<file path="src/rtl/camera_stream_gen.sv">
// camera_stream_gen: emulates the transmit side of an OV7670-style parallel
// camera. Produces PCLK (CLOCK/2), VSYNC, HREF and an RGB565 byte stream
// carrying one of four test patterns. All frame state advances only on the
// "tick", the CLOCK edge where PCLK_OUT falls, so every output is stable
// across the following PCLK rising edge.
module camera_stream_gen #(
    parameter int H_ACTIVE    = 176,
    parameter int V_ACTIVE    = 144,
    parameter int H_BLANK     = 144,
    parameter int VSYNC_LINES = 3,
    parameter int V_BACK      = 17,
    parameter int V_FRONT     = 10
) (
    input  logic        CLOCK,
    input  logic        RESET,
    input  logic        EN,
    input  logic [1:0]  PATTERN_SEL,
    input  logic [15:0] SOLID_RGB565,
    output logic        PCLK_OUT,
    output logic        HREF_OUT,
    output logic        VSYNC_OUT,
    output logic [7:0]  DATA_OUT,
    output logic        FRAME_DONE
);

    localparam int LINE_LEN = 2 * H_ACTIVE + H_BLANK;
    localparam int HW       = $clog2(LINE_LEN);
    localparam int V_MAX_AB = (VSYNC_LINES > V_BACK) ? VSYNC_LINES : V_BACK;
    localparam int V_MAX_CD = (V_ACTIVE > V_FRONT) ? V_ACTIVE : V_FRONT;
    localparam int V_MAX    = (V_MAX_AB > V_MAX_CD) ? V_MAX_AB : V_MAX_CD;
    localparam int VW       = (V_MAX > 1) ? $clog2(V_MAX) : 1;
    localparam int BAR_W    = H_ACTIVE / 8;

    typedef enum logic [2:0] {
        ST_IDLE,
        ST_VSYNC,
        ST_VBACK,
        ST_ACTIVE,
        ST_VFRONT
    } state_t;

    state_t        state_reg;
    state_t        state_next;
    logic          phase_reg;
    logic [HW-1:0] h_cnt_reg;
    logic [VW-1:0] v_cnt_reg;
    logic [1:0]    pat_reg;
    logic [15:0]   solid_reg;
    logic          frame_done_reg;

    logic          tick;
    logic          line_end;
    logic          state_done;
    logic [31:0]   h_ext;
    logic [31:0]   v_ext;
    logic [31:0]   x_ext;
    logic [31:0]   v_last;
    logic [6:0]    past_edge;
    logic [2:0]    bar_idx;
    logic [7:0]    xy_sum;
    logic [15:0]   pixel;
    logic          unused_bits;

    // The tick is the edge on which the phase bit (and PCLK_OUT) falls.
    assign tick       = phase_reg;
    assign h_ext      = 32'(h_cnt_reg);
    assign v_ext      = 32'(v_cnt_reg);
    assign x_ext      = h_ext >> 1;
    assign line_end   = (h_ext == 32'(LINE_LEN - 1));
    assign state_done = line_end && (v_ext == v_last);
    assign xy_sum     = x_ext[7:0] + v_ext[7:0];
    assign unused_bits = ^xy_sum[2:0];

    assign PCLK_OUT   = phase_reg;
    assign FRAME_DONE = frame_done_reg;

    // Phase bit: free-running CLOCK/2 divider.
    always_ff @(posedge CLOCK) begin
        if (RESET) phase_reg <= 1'b0;
        else       phase_reg <= ~phase_reg;
    end

    // FSM state register.
    always_ff @(posedge CLOCK) begin
        if (RESET) state_reg <= ST_IDLE;
        else       state_reg <= state_next;
    end

    // Last line index of the current state's line count.
    always_comb begin
        v_last = 32'(V_FRONT - 1);
        case (state_reg)
            ST_VSYNC:  v_last = 32'(VSYNC_LINES - 1);
            ST_VBACK:  v_last = 32'(V_BACK - 1);
            ST_ACTIVE: v_last = 32'(V_ACTIVE - 1);
            default:   v_last = 32'(V_FRONT - 1);
        endcase
    end

    // FSM next state: moves only on a tick, at the end of the state's last line.
    always_comb begin
        state_next = state_reg;
        if (tick) begin
            case (state_reg)
                ST_IDLE:   if (EN)         state_next = ST_VSYNC;
                ST_VSYNC:  if (state_done) state_next = ST_VBACK;
                ST_VBACK:  if (state_done) state_next = ST_ACTIVE;
                ST_ACTIVE: if (state_done) state_next = ST_VFRONT;
                ST_VFRONT: if (state_done) state_next = EN ? ST_VSYNC : ST_IDLE;
                default:                   state_next = ST_IDLE;
            endcase
        end
    end

    // Pixel-byte and line counters; both restart whenever the FSM changes state.
    always_ff @(posedge CLOCK) begin
        if (RESET) begin
            h_cnt_reg <= '0;
            v_cnt_reg <= '0;
        end else if (tick) begin
            if (state_reg == ST_IDLE) begin
                h_cnt_reg <= '0;
                v_cnt_reg <= '0;
            end else begin
                h_cnt_reg <= line_end ? '0 : h_cnt_reg + HW'(1);
                if (line_end) v_cnt_reg <= state_done ? '0 : v_cnt_reg + VW'(1);
            end
        end
    end

    // Pattern selection is captured as a frame begins and held until the next one.
    always_ff @(posedge CLOCK) begin
        if (RESET) begin
            pat_reg   <= 2'd0;
            solid_reg <= 16'h0000;
        end else if (tick && state_next == ST_VSYNC && state_reg != ST_VSYNC) begin
            pat_reg   <= PATTERN_SEL;
            solid_reg <= SOLID_RGB565;
        end
    end

    // Frame-done pulse: high for the single CLOCK cycle after the tick leaving VFRONT.
    always_ff @(posedge CLOCK) begin
        if (RESET) frame_done_reg <= 1'b0;
        else       frame_done_reg <= tick && (state_reg == ST_VFRONT) && state_done;
    end

    // Bar boundaries form a thermometer code; the last bar absorbs the remainder.
    for (genvar gi = 0; gi < 7; gi++) begin : g_bar_edge
        assign past_edge[gi] = (x_ext >= 32'((gi + 1) * BAR_W));
    end

    // Bar index is the number of boundaries already passed.
    always_comb begin
        bar_idx = 3'd0;
        for (int i = 0; i < 7; i++) bar_idx = bar_idx + {2'b00, past_edge[i]};
    end

    // RGB565 colour of the current pixel for the latched pattern.
    always_comb begin
        pixel = 16'h0000;
        case (pat_reg)
            2'd0: begin
                case (bar_idx)
                    3'd0:    pixel = 16'hFFFF;
                    3'd1:    pixel = 16'hFFE0;
                    3'd2:    pixel = 16'h07FF;
                    3'd3:    pixel = 16'h07E0;
                    3'd4:    pixel = 16'hF81F;
                    3'd5:    pixel = 16'hF800;
                    3'd6:    pixel = 16'h001F;
                    default: pixel = 16'h0000;
                endcase
            end
            2'd1:    pixel = solid_reg;
            2'd2:    pixel = (x_ext == v_ext) ? 16'hFFFF : 16'h0000;
            default: pixel = {x_ext[7:3], v_ext[7:2], xy_sum[7:3]};
        endcase
    end

    // FSM outputs: sync levels and the byte on the bus (high byte first).
    always_comb begin
        VSYNC_OUT = (state_reg == ST_VSYNC);
        HREF_OUT  = (state_reg == ST_ACTIVE) && (h_ext < 32'(2 * H_ACTIVE));
        DATA_OUT  = 8'h00;
        if (HREF_OUT) DATA_OUT = h_cnt_reg[0] ? pixel[7:0] : pixel[15:8];
    end

endmodule

</file>
<file path="config.mk">
export PLATFORM = sky130hd
export DESIGN_NAME = camera_stream_gen
export DESIGN_NICKNAME = d
export VERILOG_FILES = /design/src/rtl/camera_stream_gen.sv
export SDC_FILE = /design/constraint.sdc
export NUM_CORES = 1
export LEC_CHECK = 0
export ABC_CLOCK_PERIOD_IN_PS = 7750
export BUFFER_PORTS_ARGS = -buffer_cell sky130_fd_sc_hd__buf_4
export CAP_MARGIN = 10
export CORE_UTILIZATION = 60
export DETAILED_ROUTE_END_ITERATION = 16
export GPL_TIMING_DRIVEN = 0
export PLACE_DENSITY = 0.82
export SLEW_MARGIN = 20
export SYNTH_ARGS = -nofsm -noshare
export SYNTH_HDL_FRONTEND = slang
export SYNTH_SLANG_ARGS = --single-unit
</file>
<file path="constraint.sdc">
create_clock -name CLOCK -period 7.75 [get_ports CLOCK]
set_clock_uncertainty 0.15 [all_clocks]
set_input_delay 0.3875 -clock CLOCK [delete_from_list [all_inputs] [get_ports CLOCK]]
set_output_delay 0.3875 -clock CLOCK [all_outputs]
set_load 0.03 [all_outputs]
</file>
Yosys cells after proc, flatten, opt, wreduce, memory -nomap -nowiden:

Cells that the tools add are included.
W data, S select, Z words.

* RAM bits: 0
* flip-flop bits (word level): 40
* input bits: 21
* output and inout port bits: 12
* latch bits: 0
* bits in read-only memories: 0
* word-level logic and storage cells: 72
* memories: 0

* add/subtract/negate cells: 9
* reductions and logical operators: 11
* shift-type cells: 0
* order comparisons: 8
* equality and inequality tests: 17
* multiplexer cells: 19
* divide/modulo/power cells: 0
* bitwise logic cells: 1
* $mul: 0

Operators by type and width (count)
* $pmux W16 S7: 1
* $pmux W16 S3: 1
* $mux W8: 5
* $eq A8 B32 Y1: 1
* $ge A8 B7 Y1 const B: 3
* $pmux W8 S3: 1
* $mux W3: 6
* $mux W9: 2
* $ge A8 B8 Y1 const B: 2
* $mux W16: 1
* $pmux W3 S5: 1
* $add A3 B1 Y3: 4
* $eq A3 B2 Y1 const B: 4
* $eq A3 B3 Y1 const B: 4
* $add A9 B1 Y9 const B: 1
* $eq A3 B1 Y1 const B: 3
* $eq A9 B9 Y1 const B: 1
* $lt A9 B9 Y1 const B: 1
* $add A8 B1 Y8 const B: 1
* $add A8 B8 Y8: 1
* $eq A8 B8 Y1: 1
* $ge A8 B5 Y1 const B: 1
* $ge A8 B6 Y1 const B: 1
* $logic_and A1 B1 Y1: 6
* 11 further kinds: 12

Logic depth before layout (Yosys ltp):

Gate-level depths: netlist of run 1.

* word-level depth: 12
* depth in mapped cells: 15
* mapped depth without buffers: 14

Least setup slack after synthesis of run 1:

OpenSTA, ideal clock, no wires.

* path kind: reg-to-output
* from: register h_cnt_reg[3]
* to: output port DATA_OUT[1]
* cell stages (with the launch flop): 15
* buffers on the path: 2
* data required time: 7.213 ns
* path slack: 2.554 ns
* arrival: 4.659 ns
* cell sequence: dfxtp_1 buf_2 a21o_1 a2111oi_0 fa_1 fa_1 inv_1 fa_1 fa_1 or3_1 and3_1 buf_2 o21ai_1 a21oi_1 a311oi_1

* cells in the longest elaborated chain, start to end: 12
* elaborated cells on any way between the ends: 29
* those cells by class: 7 x add/sub; 8 x order compare; 7 x eq/ne; 5 x mux; 2 x reduce/logical

RTL lines
* from (decl): RTL line 45 `logic [HW-1:0] h_cnt_reg;`
* from (signal assigned): RTL line 125 `h_cnt_reg <= line_end ? '0 : h_cnt_reg + HW'(1);`
* $ge A8 B5 Y1 or $ge A8 B6 Y1 (tied branches): RTL line 150 `assign past_edge[gi] = (x_ext >= 32'((gi + 1) * BAR_W));`
* $add A1 B1 Y2: RTL line 156 `for (int i = 0; i < 7; i++) bar_idx = bar_idx + {2'b00, past_edge[i]};`
* $add A2 B1 Y3: RTL line 156
* $add A3 B1 Y3 (4 in a row): RTL line 156
* $eq A3 B3 Y1 (tied with other cells): RTL line 164 `case (bar_idx)`
* $pmux W16 S7: RTL line 164
* $pmux W16 S3: RTL line 162 `case (pat_reg)`
* $mux W8: RTL line 186 `if (HREF_OUT) DATA_OUT = h_cnt_reg[0] ? pixel[7:0] : pixel[15:8];`
* $mux W8 *: RTL line 186
* to (decl): RTL line 22 `output logic [7:0] DATA_OUT,`

Every way passes the cells marked *; elsewhere a longest branch is shown, timed or not.

Final worst setup path of run 1:

Same ends and word-level chain as after synthesis.

==> metrics.txt, run 1 <==
fin worst setup slack=between 2 and 2.5 ns; MaxCap Viol Count=0; fmax=between 150 and 200 MHz; sequential fraction of the synthesis area=approximately 28%; commonest non-fill, non-tap cell in the layout=nor2_1; post-CTS setup buffer count=0; outcome=completed; pre-CTS WS=2.72 ns; clock sink count=40; CP max-delay cell=a2111oi_0; Worst path max stage delay=a little under 0.6 ns; top cell type's share of synthesized area=28.1%; PostCTS Resize Cnt=0; routed via count=between 2000 and 3000; DR pass1 iterations=7; dpl hpwl=4960 um; synth unique cells=~70; WL/cell=15.5 um; syn_nets=375; Tot GR Track Use=27.7%; Power Total=473 uW; Iter 0 DRT Violations=approximately 210; HP Class=primary input to flip-flop; Max-Slew Margin vs Limit=around three fifths; CTS buffer count=5; chip height=70.9 um; Die Width=about 70 um; Worst-Skew Late Latency=~0.3 ns; sequential fraction of design power=46.0%; Congestion Overflow GR=0; H-tree Lvls=2; TritonCTS clock tree=built; most frequent CP cell=fa_1; row count=24; clock root cell=clkbuf_8; Setup Crit Path Kind=flip-flop to primary output; WP data arrival=slightly below 5 ns; Hold Slack=about 0.16 ns; CP startpoint=h_cnt_reg[3]; synthesis-stage register bit count=40; GP Congestion=~0.91; Core ar.=around 0.0045 mm2; synthesis-to-finish area growth=14.5%; Clk network pwr share=around 38%; share of cells above drive strength 1=18.7%; largest net degree at the start of global routing=15; # setup viols final=0; Gate power share=roughly 16%; yosys warns=0; final max-slew violation count=0; Synth area leader=dfxtp_1; Psw=~130 uW; FF-to-FF End=solid_reg[11]; Residual DRC=0; Final ANT Viol Nets=0; Syn Inst Count=341; EDFF count, synth=0; static leakage=1.43 nW; Total Die Area=0.00503 mm2; RSZ-0062 raised after global routing=false; Clock Path Buffers=2; R2R setup slack=approximately 5.6 ns; synthesized area=around 0.0029 mm2; termination of the worst setup path=DATA_OUT[1]; PortBufs=31; CP max FO=8; r2r startpoint=state_reg[1]; clk slew on worst S/H paths=around 0.1 ns; fin crit share=69.2%; initial antenna violation count=0; peak supply drop=0.140 mV; Worst Tran Pin Value=0.611 ns; Setup crit end kind=primary output; Int Pwr=343 uW; Sum Neg Setup Slack=0 ns; hold_buf cts=0; global-route wire length before repair=11000 um; initial core utilization=a little under two thirds; vias in the first global route=between 2000 and 2500; Async S/R FF share, synth=0%; cell breakdown of the critical path=buf_2 > a21o_1 > a2111oi_0 > fa_1 > fa_1 > inv_1 > fa_1 > fa_1 > or3_1 > and3_1 > buf_2 > o21ai_1 > a21oi_1 > a311oi_1 > buf_4; Sw Share=between 20% and 30%; Top Ports=33; diode count=0; WL final=between 6000 and 7000 um; Total Nets Final=approximately 410; kind of start point of the critical path=flip-flop; WP data required=roughly 7.2 ns; Tmin final=about 5.4 ns; final hold vios=0; Largest register FFs=16; drt via density=roughly 6.2; largest cells by area after synthesis=dfxtp_1, mux2i_1, nor2_1; power per cell area=around 140 mW/mm2; Synth Flop Type=dfxtp_1; most frequent cells in the layout=nor2_1, dfxtp_1, buf_4; Mean Syn Cell Area=8.36 um2; reg2reg path depth=9
[through the flow]
stage / util, % / std cells / cell area, um2
3_3_place_gp: 70.4 / 424 / 3150
5_1_grt: 73.0 / 432 / 3260
4_1_cts: 73.0 / 432 / 3260
6_report: 73.0 / 432 / 3260
2_1_floorplan: - / 341 / 2850
3_5_place_dp: 70.4 / 424 / 3150
[power groups by stage]
stage	clock network, mW	logic [mW]	registers [mW]
after detailed placement	0	0.0748	0.222
final	0.180	0.0756	0.218
after floorplan	0	0.0540	0.221
after global routing	0.190	0.0831	0.218
after CTS	0.183	0.0752	0.218
after global placement	0	0.0731	0.222
[worst max-delay path: cells and delay by family (launching register included)]
kind / cells / cell delay (ns)
compound gates: 5 / 1.19
fa+ha+maj: 4 / 1.88
buf+inv: 4 / 0.59
flops: 1 / 0.33
simple gates: 2 / 0.54
[area by class of cell]
| class | count | area, um2 |
|---|---|---|
| Sequential cell | 40 | 801 |
| Fill cell | 367 | 1210 |
| Buffer | 26 | 166 |
| Inverter | 11 | 41.3 |
| Clock buffer | 5 | 68.8 |
| Multi-Input combinational cell | 264 | 1840 |
| Clock inverter | 3 | 46.3 |
| Timing Repair Buffer | 31 | 233 |
| Tap cell | 52 | 65.1 |
[logic make-up (layout without fill, tap and decap cells)]
group	Yosys count	after routing	synth area share (%)
AOI/OAI and AO/OA	81	81	20.4
xor gates and xnor gates	22	22	7.02
adders and majority gates	13	13	6.76
buffers and inverters	37	76	7.28
DFF	40	40	28.1
muxes	24	24	8.51
and+or+nand+nor	124	124	22.0
[how the worst min path moves through the flow]
stage,to,slack (ns),depth (start not counted),startpoint
after floorplan,solid_reg[13],0.30,2,solid_reg[13]
after global placement,solid_reg[11],0.32,2,solid_reg[11]
after detailed placement,solid_reg[12],0.34,2,solid_reg[12]
after CTS,solid_reg[10],0.16,3,SOLID_RGB565[10]
after global routing,solid_reg[10],0.16,3,SOLID_RGB565[10]
final,solid_reg[13],0.16,3,SOLID_RGB565[13]
[synthesized netlist by cell type, drive strengths merged, types with 4 or more instances]
cell type   n
and3        4
nand2      22
nand2b      6
nand3       5
a21oi      17
nor2       50
o31ai       4
xor2        9
a211oi      5
nand4      10
a21o        6
o21ai      17
buf        17
nor3        8
xnor2      13
clkbuf      9
or3         6
ha          9
a31oi       5
mux2i      22
fa          4
dfxtp      40
inv        11
[metal layers]
layer / share of wire [%] / track usage (%) / vias up
li1: - / - / 1300
met3: 5.5 / 4.56 / 7
met4: 1.1 / 7.78 / 0
met5: 0 / 0 / -
met2: 48 / 46.3 / 91
met1: 46 / 37.1 / 1259
Power figures use the tool's default switching activity.
==> run 2, diff against run 1 <==
Settings changed: ABC_CLOCK_PERIOD_IN_PS 7750 to 4500, CORE_UTILIZATION 60 to 53, PLACE_DENSITY 0.82 to 0.76.
Clock period 7.75 ns to 4.5 ns, I/O delays scaled along.
==> run 2 against run 1 <==
Effect of this change:
- worst setup slack worse by 2.3 ns
- first-iteration DRC count down 30%
- combinational power increased by 83%
- critical path type unchanged
- critical endpoint is now DATA_OUT[6]
==> metrics.txt, run 2 (synthesis gave the netlist of run 1 again) <==
outcome=completed; TritonCTS clock tree=built; Placed Cells=between 400 and 500; WP data required=4.12 ns; CP max FO=10; Tot GR Track Use=approximately a quarter; DR pass1 iterations=4; Total Die Area=~0.0057 mm2; r2r startpoint=h_cnt_reg[4]; dpl hpwl=5170 um; final max-slew violation count=0; post-layout utilization of the core=67.3%; Psw=216 uW; RSZ-0062 raised after global routing=true; fin crit share=between 90% and 100%; share of cells above drive strength 1=about a quarter; clock root cell=clkbuf_8; Worst path max stage delay=0.51 ns; fmax=225 MHz; Int Pwr=~620 uW; hold_buf cts=0; PortBufs=31; vias in the first global route=between 2000 and 2500; sequential fraction of design power=44.7%; Worst Tran Pin Value=~0.6 ns; Worst-Skew Late Latency=around 0.29 ns; cell breakdown of the critical path=buf_6 > nand2b_1 > a211oi_2 > fa_1 > fa_1 > inv_2 > fa_2 > fa_2 > or2_4 > nand2_2 > o21ai_1 > nor2_1 > a21oi_1 > a221oi_2 > buf_4; kind of start point of the critical path=flip-flop; R2R setup slack=2.20 ns; peak supply drop=~0.17 mV; WL final=7160 um; routed via count=2636; Non-Filler Instances=452; Setup crit end kind=primary output; WP data arrival=4.06 ns; Largest register FFs=16; CTS buffer count=5; initial core utilization=55.5%; CP startpoint=h_cnt_reg[5]; Final ANT Viol Nets=0; row count=26; # setup viols final=0; Sum Neg Setup Slack=0 ns; initial antenna violation count=0; static leakage=roughly 1.5 nW; largest net degree at the start of global routing=13; H-tree Lvls=2; placed instance area=roughly 0.0032 mm2; Tmin final=~4.4 ns; Clock Path Buffers=2; WP depth=15; Clk network pwr share=38.8%; Max-Slew Margin vs Limit=58.9%; power per cell area=around 240 mW/mm2; GP Congestion=a little over 0.9; final hold vios=0; most frequent cells in the layout=nor2_1, buf_4, dfxtp_1; reg2reg path depth=9; Core ar.=slightly above 0.005 mm2; HP Class=primary input to flip-flop; Total Nets Final=around 420; Crit path max-delay family=adder cells; Congestion Overflow GR=0; termination of the worst setup path=DATA_OUT[6]; Iter 0 DRT Violations=about 150; Power Total=836 uW; Residual DRC=0; Die Width=roughly 75 um; chip height=75.4 um; CP max-delay cell=fa_1; Sw Share=around a quarter; Hold Slack=0.0155 ns; diode count=0; MaxCap Viol Count=0; Gate power share=~17%; synthesis-to-finish area growth=21.4%; WL/cell=between 15 and 20 um; global-route wire length before repair=approximately 11000 um; pre-CTS WS=-0.180 ns; FF-to-FF End=h_cnt_reg[5]; clock sink count=40; Setup Crit Path Kind=flip-flop to primary output; fin area=around 0.0035 mm2; commonest non-fill, non-tap cell in the layout=nor2_1; Top Ports=33; Buf/Inv on CP=3; fin worst setup slack=around 0.063 ns; clk slew on worst S/H paths=approximately 0.080 ns; drt via density=~5.8
## run 2: layout make-up
| cell class | count | area (um2) |
|---|---|---|
| Inverter | 11 | 41.3 |
| Clock inverter | 1 | 30.0 |
| Multi-Input combinational cell | 264 | 1940 |
| Clock buffer | 7 | 96.3 |
| Buffer | 20 | 146 |
| Tap cell | 70 | 87.6 |
| Sequential cell | 40 | 816 |
| Timing Repair Buffer | 39 | 300 |
| Fill cell | 451 | 1680 |
## run 2: how the worst min path moves through the flow
stage,slack [ns],to,cells after the start,startpoint
floorplan,0.22,solid_reg[13],2,SOLID_RGB565[13]
CTS,0.01,solid_reg[11],3,SOLID_RGB565[11]
finish,0.02,solid_reg[4],3,SOLID_RGB565[4]
global placement,0.31,solid_reg[11],3,SOLID_RGB565[11]
global route,0.02,solid_reg[5],3,SOLID_RGB565[5]
detailed placement,0.32,solid_reg[11],3,SOLID_RGB565[11]
## run 2: power by group through the flow
stage / combinational (mW) / sequential [mW] / clock, mW
4_1_cts: 0.136 / 0.373 / 0.329
3_5_place_dp: 0.132 / 0.383 / 0
5_1_grt: 0.152 / 0.375 / 0.344
2_1_floorplan: 0.0952 / 0.381 / 0
6_report: 0.138 / 0.373 / 0.324
3_3_place_gp: 0.129 / 0.383 / 0
## run 2: metal layers
| metal | vias to the layer above | part of all wire [%] | track usage (%) |
|---|---|---|---|
| met2 | 64 | 48 | 43.8 |
| met3 | 5 | 4.2 | 3.84 |
| met4 | 0 | 0.56 | 6.58 |
| li1 | 1307 | - | - |
| met5 | - | 0 | 0 |
| met1 | 1260 | 48 | 36.7 |
## run 2: repair_timing
action	in CTS	in global routing
resized for setup	21	15
setup endpoints to repair	8	7
setup buffers	7	1
pin swaps	10	6
## run 2: tightest hold or removal path, delay by kind of cell
kind,cells,cell delay (ns)
buffers and inverters,1,0.07
muxes,1,0.05
and+or+nand+nor,1,0.07
